**src/rtl/irq_pending_arbiter.sv**
```systemverilog
// Request-capture and grant stage: latches request events into a pending register and offers the
// highest-index unmasked pending bit as a 3-bit code over a valid/ready handshake.
module irq_pending_arbiter #(
  parameter bit EDGE = 1'b1
) (
  input  logic       clk,
  input  logic       rst,
  input  logic [7:0] req,
  input  logic [7:0] mask,
  input  logic       ovr_clr,
  output logic [2:0] code,
  output logic       valid,
  input  logic       ready,
  output logic [7:0] pending,
  output logic [7:0] overrun
);

  typedef enum logic [0:0] {StIdle, StOffer} state_e;

  state_e     state_q, state_d;
  logic [2:0] code_q, code_d;
  logic [7:0] pending_q, pending_d;
  logic [7:0] overrun_q, overrun_d;
  logic [7:0] req_q;

  logic [7:0] rise;
  logic [7:0] clr;
  logic [7:0] elig;
  logic [2:0] hi_idx;
  logic       accept;

  // State register
  always_ff @(posedge clk) begin
    if (rst) begin
      state_q <= StIdle;
    end else begin
      state_q <= state_d;
    end
  end

  // Next-state logic
  always_comb begin
    state_d = state_q;
    unique case (state_q)
      StIdle:  if (elig != 8'h00) state_d = StOffer;
      StOffer: if (ready) state_d = StIdle;
      default: state_d = StIdle;
    endcase
  end

  // Outputs
  always_comb begin
    valid   = (state_q == StOffer);
    code    = code_q;
    pending = pending_q;
    overrun = overrun_q;
  end

  // Capture, clear and grant selection
  always_comb begin
    rise   = EDGE ? (req & ~req_q) : req;
    accept = (state_q == StOffer) && ready;
    clr    = accept ? (8'd1 << code_q) : 8'h00;
    // Set wins over clear so a same-cycle re-request is never lost
    pending_d = (pending_q & ~clr) | rise;
    overrun_d = ovr_clr ? 8'h00 : (overrun_q | (rise & pending_q & ~clr));
    elig      = pending_q & ~mask;
    hi_idx    = 3'd0;
    for (int i = 0; i < 8; i++) begin
      if (elig[i]) hi_idx = 3'(i);
    end
    // Code is only reloaded when a new offer starts; it is frozen during the offer
    code_d = ((state_q == StIdle) && (elig != 8'h00)) ? hi_idx : code_q;
  end

  always_ff @(posedge clk) begin
    if (rst) begin
      code_q    <= 3'd0;
      pending_q <= 8'h00;
      overrun_q <= 8'h00;
      req_q     <= 8'h00;
    end else begin
      code_q    <= code_d;
      pending_q <= pending_d;
      overrun_q <= overrun_d;
      req_q     <= req;
    end
  end

endmodule

```
**config.mk**
```make
export PLATFORM = sky130hd
export DESIGN_NAME = irq_pending_arbiter
export DESIGN_NICKNAME = d
export VERILOG_FILES = /design/src/rtl/irq_pending_arbiter.sv
export SDC_FILE = /design/constraint.sdc
export NUM_CORES = 1
export LEC_CHECK = 0
export CAP_MARGIN = 20
export CELL_PAD_IN_SITES_DETAIL_PLACEMENT = 2
export CELL_PAD_IN_SITES_GLOBAL_PLACEMENT = 2
export CORE_MARGIN = 8
export CORE_UTILIZATION = 23
export DETAILED_ROUTE_END_ITERATION = 8
export PLACE_DENSITY_LB_ADDON = 0.15
export SETUP_SLACK_MARGIN = 0.4
export SYNTH_ARGS = -nofsm -noshare
export SYNTH_HDL_FRONTEND = slang
export SYNTH_SLANG_ARGS = --single-unit
```
**constraint.sdc**
```tcl
create_clock -name clk -period 1.1 [get_ports clk]
set_input_delay 0.22 -clock clk [delete_from_list [all_inputs] [get_ports clk]]
set_output_delay 0.22 -clock clk [all_outputs]
set_load 0.02 [all_outputs]
```
==> impl_metrics.yaml <==
global_route:
  grt_max_degree: 17
  grt_pass1_wl_mm: 6.83
  met1_usage_pct: 12.8
  met3_usage_pct: 3.72
  grtUsageMet2_pct: 22.7
  antenna_found_initial: 0
  top_usage_layer: "met2"
  grt_util_all_layers_pct: 11.9
  overflow: 0
  grt_pass1_vias: 1321
yosys:
  synthTopCellsByCount: "dfxtp_1, nand2b_1, nor2b_1"
  yosys-top-cells-area: "dfxtp_1, nand2b_1, nor2b_1"
  yosys.area_share.simple_pct: 26.6
  synth_edf_count: 0
  synth_compound_area_share_pct: 20.3
  yosysMostFrequentCell: "dfxtp_1"
  ys.flop_type: "dfxtp_1"
  ys_ff_latch: 28
  netlist.area_leader.share_pct: 50.1
  synth_xor_area_share_pct: 0
  yosysWarnings: 0
  synth_mux_area_share_pct: 1.34
  async_reset_ff_share_pct: 0
  netlist_area_um2: 1120
  synthCells: 115
  post_synth_num_cell_types: 28
  synth_top_family_by_area: "simple AND/OR/NAND/NOR gates"
  synth_fp_nets: 135
  synth_fa_ha_area_share_pct: 0
  syn_avg_cell_area_um2: 9.74
  yosysTopAreaCell: "dfxtp_1"
  yosysSeqAreaShare_pct: 50.1
route:
  drc: 0
  vias: 1141
  drt-pass1-iter-count: 2
  wirelength_mm: 4.28
  drt-initial-drc-count: 14
  via_per_inst: 4.46
  ant_nets: 0
  wire_per_inst_um: 16.7
final_layout:
  syn2layout_area_growth_pct: 91.8
  final_nets: 210
  seqCellArea_um2: 599
  multi_input_area_um2: 692
  diodes: 0
  fillers: 489
  drive_gt1_share_pct: 53.4
  design_area_um2: 2150
  fin_util_pct: 45.5
worst_setup_path:
  crit_fanout: 4
  regToRegStartpoint: "pending[2]$_SDFF_PP0_"
  path_buf_inv: 0
  critPathTopFamily: "simple AND/OR/NAND/NOR gates"
  cp-end-kind: "register"
  arrival_ps: 1460
  max_stage_delay_ps: 360
  crit_type: "register to register"
  crit_chain: "nor2b_4, and4b_4, a21oi_4, mux2_4"
  start_kind: "register"
  critPathLaunch: "pending[2]$_SDFF_PP0_"
  slowest_stage: "dfxtp_4"
  required_ps: 1270
timing:
  fin_crit_sh_pct: 117
  skew_ps: 2.75
  worst_slack_ps: -191
  relSlewSlack_pct: 83.1
  finalMaxSlewViolations: 0
  min_period_ps: 1290
  setup_viol: 16
  fmax_ghz: 0.774
  finalHoldViolCount: 0
  max_slew.worst_pin.slew_ps: 251
  rsz0062_at_grt: "true"
cts:
  hold_buffers: 0
  cts_tree: "yes"
  clock_latency_ps: 270
  cts_buffers: 3
  clock_sinks: 28
  cts-htree-levels: 1
  clockBufferDepth: 2
  clk_pin_slew_ps: 100
  cts_root_buf: "clkbuf_8"
floorplan:
  die_area_um2: 7360
  core_area_um2: 4720
  die_h_um: 85.8
  initial_utilization_pct: 23.7
  num_rows: 25
  die_w_um: 85.8
  io_pins: 40
run_status:
  violations: "negative setup slack"
  status: "finished, violations left"
place:
  dpl.hpwl_mm: 3.06
  placed_area_um2: 1770
  port_buffers: 39
  place_congestion: 0.802
flow_run:
  drv_cap: 0
pwr:
  p_leak_nw: 0.902
  p_per_area_nw_per_um2: 1260
  power_mw: 2.71
  irDropWorstVdd_v: 0.000837
min_path:
  hp-class: "primary input to register"
  min_from: "ready"
## per-stage QoR
stage / cells / setup TNS, ps / setup slack (ps) / hold slack [ps]
after floorplan: 115 / -599 / -187 / 348
after global placement: 238 / -9690 / -531 / 499
after detailed placement: 238 / -10290 / -545 / 522
after CTS: 252 / -1050 / -197 / 391
after global routing: 256 / -2330 / -242 / 392
final: 256 / -1120 / -191 / 409
## worst register-to-register path: cells and delay by family (launching register included)
kind	cells	cell delay, ps
and+or+nand+nor	2	480
muxes	1	290
DFF	1	360
AOI/OAI and AO/OA	1	70
## per-layer routing
layer	vias to the layer above	part of all wire, %	wire [um]
met5	-	0	0
met4	0	0.44	19
met3	2	4.5	192
met2	24	55	2340
met1	557	40	1730
li1	558	-	-
## timing repair
| action | in CTS | in global routing |
|---|---|---|
| gates resized for setup | 164 | 6 |
| setup buffers | 10 | 4 |
| pin swaps | 18 | 7 |
| endpoints found under the setup margin | 48 | 40 |
## cell families after synthesis
family	after synthesis
AND/OR/NAND/NOR	46
AO/OA/AOI/OAI	36
flip-flops	28
buffers and inverters	4
multiplexers	1
## flip-flops by register name, summed over array words and instances, names as in the netlist
name	count
code	3
overrun	8
pending	8
req_q	8
valid	1
## layout by cell type, fill, tap and decap left out, types with 2 or more instances in the layout
cell type         n
buf_4            25
dfxtp_1           9
nor2b_1          11
o21ai_2           3
nand2_1           3
dlygate4sd2_1     7
buf_6            28
and2_1            8
dfxtp_2          13
o21ai_4           3
nand2b_1          9
a21oi_2           2
clkdlybuf4s50_1  11
o21ai_0           2
a31oi_1           2
nand2b_4          8
clkbuf_8          3
dfxtp_4           6
a21oi_1           7
o21bai_1          8
## worst paths after layout
check | endpoint | slack (ps) | cells past startpoint
max | code[1]$_SDFFE_PP0P_ | -190 | 4
min | valid$_SDFF_PP0_ | 410 | 3
max reg2reg | code[1]$_SDFFE_PP0P_ | -190 | 4
min reg2reg | pending[7]$_SDFF_PP0_ | 520 | 2
## area by class of cell
type / instances / share of cell area [%]
Clock buffer: 3 / 1.92
Multi-Input combinational cell: 83 / 32.2
Inverter: 1 / 0.175
Tap cell: 67 / 3.90
Clock inverter: 1 / 1.40
Timing Repair Buffer: 73 / 32.5
Sequential cell: 28 / 27.9
## report_power, final
part           switching [mW]  internal [mW]
Combinational           0.328          0.419
Sequential             0.0711           1.08
Clock                   0.319          0.487
(Power assumes the default switching activity.)
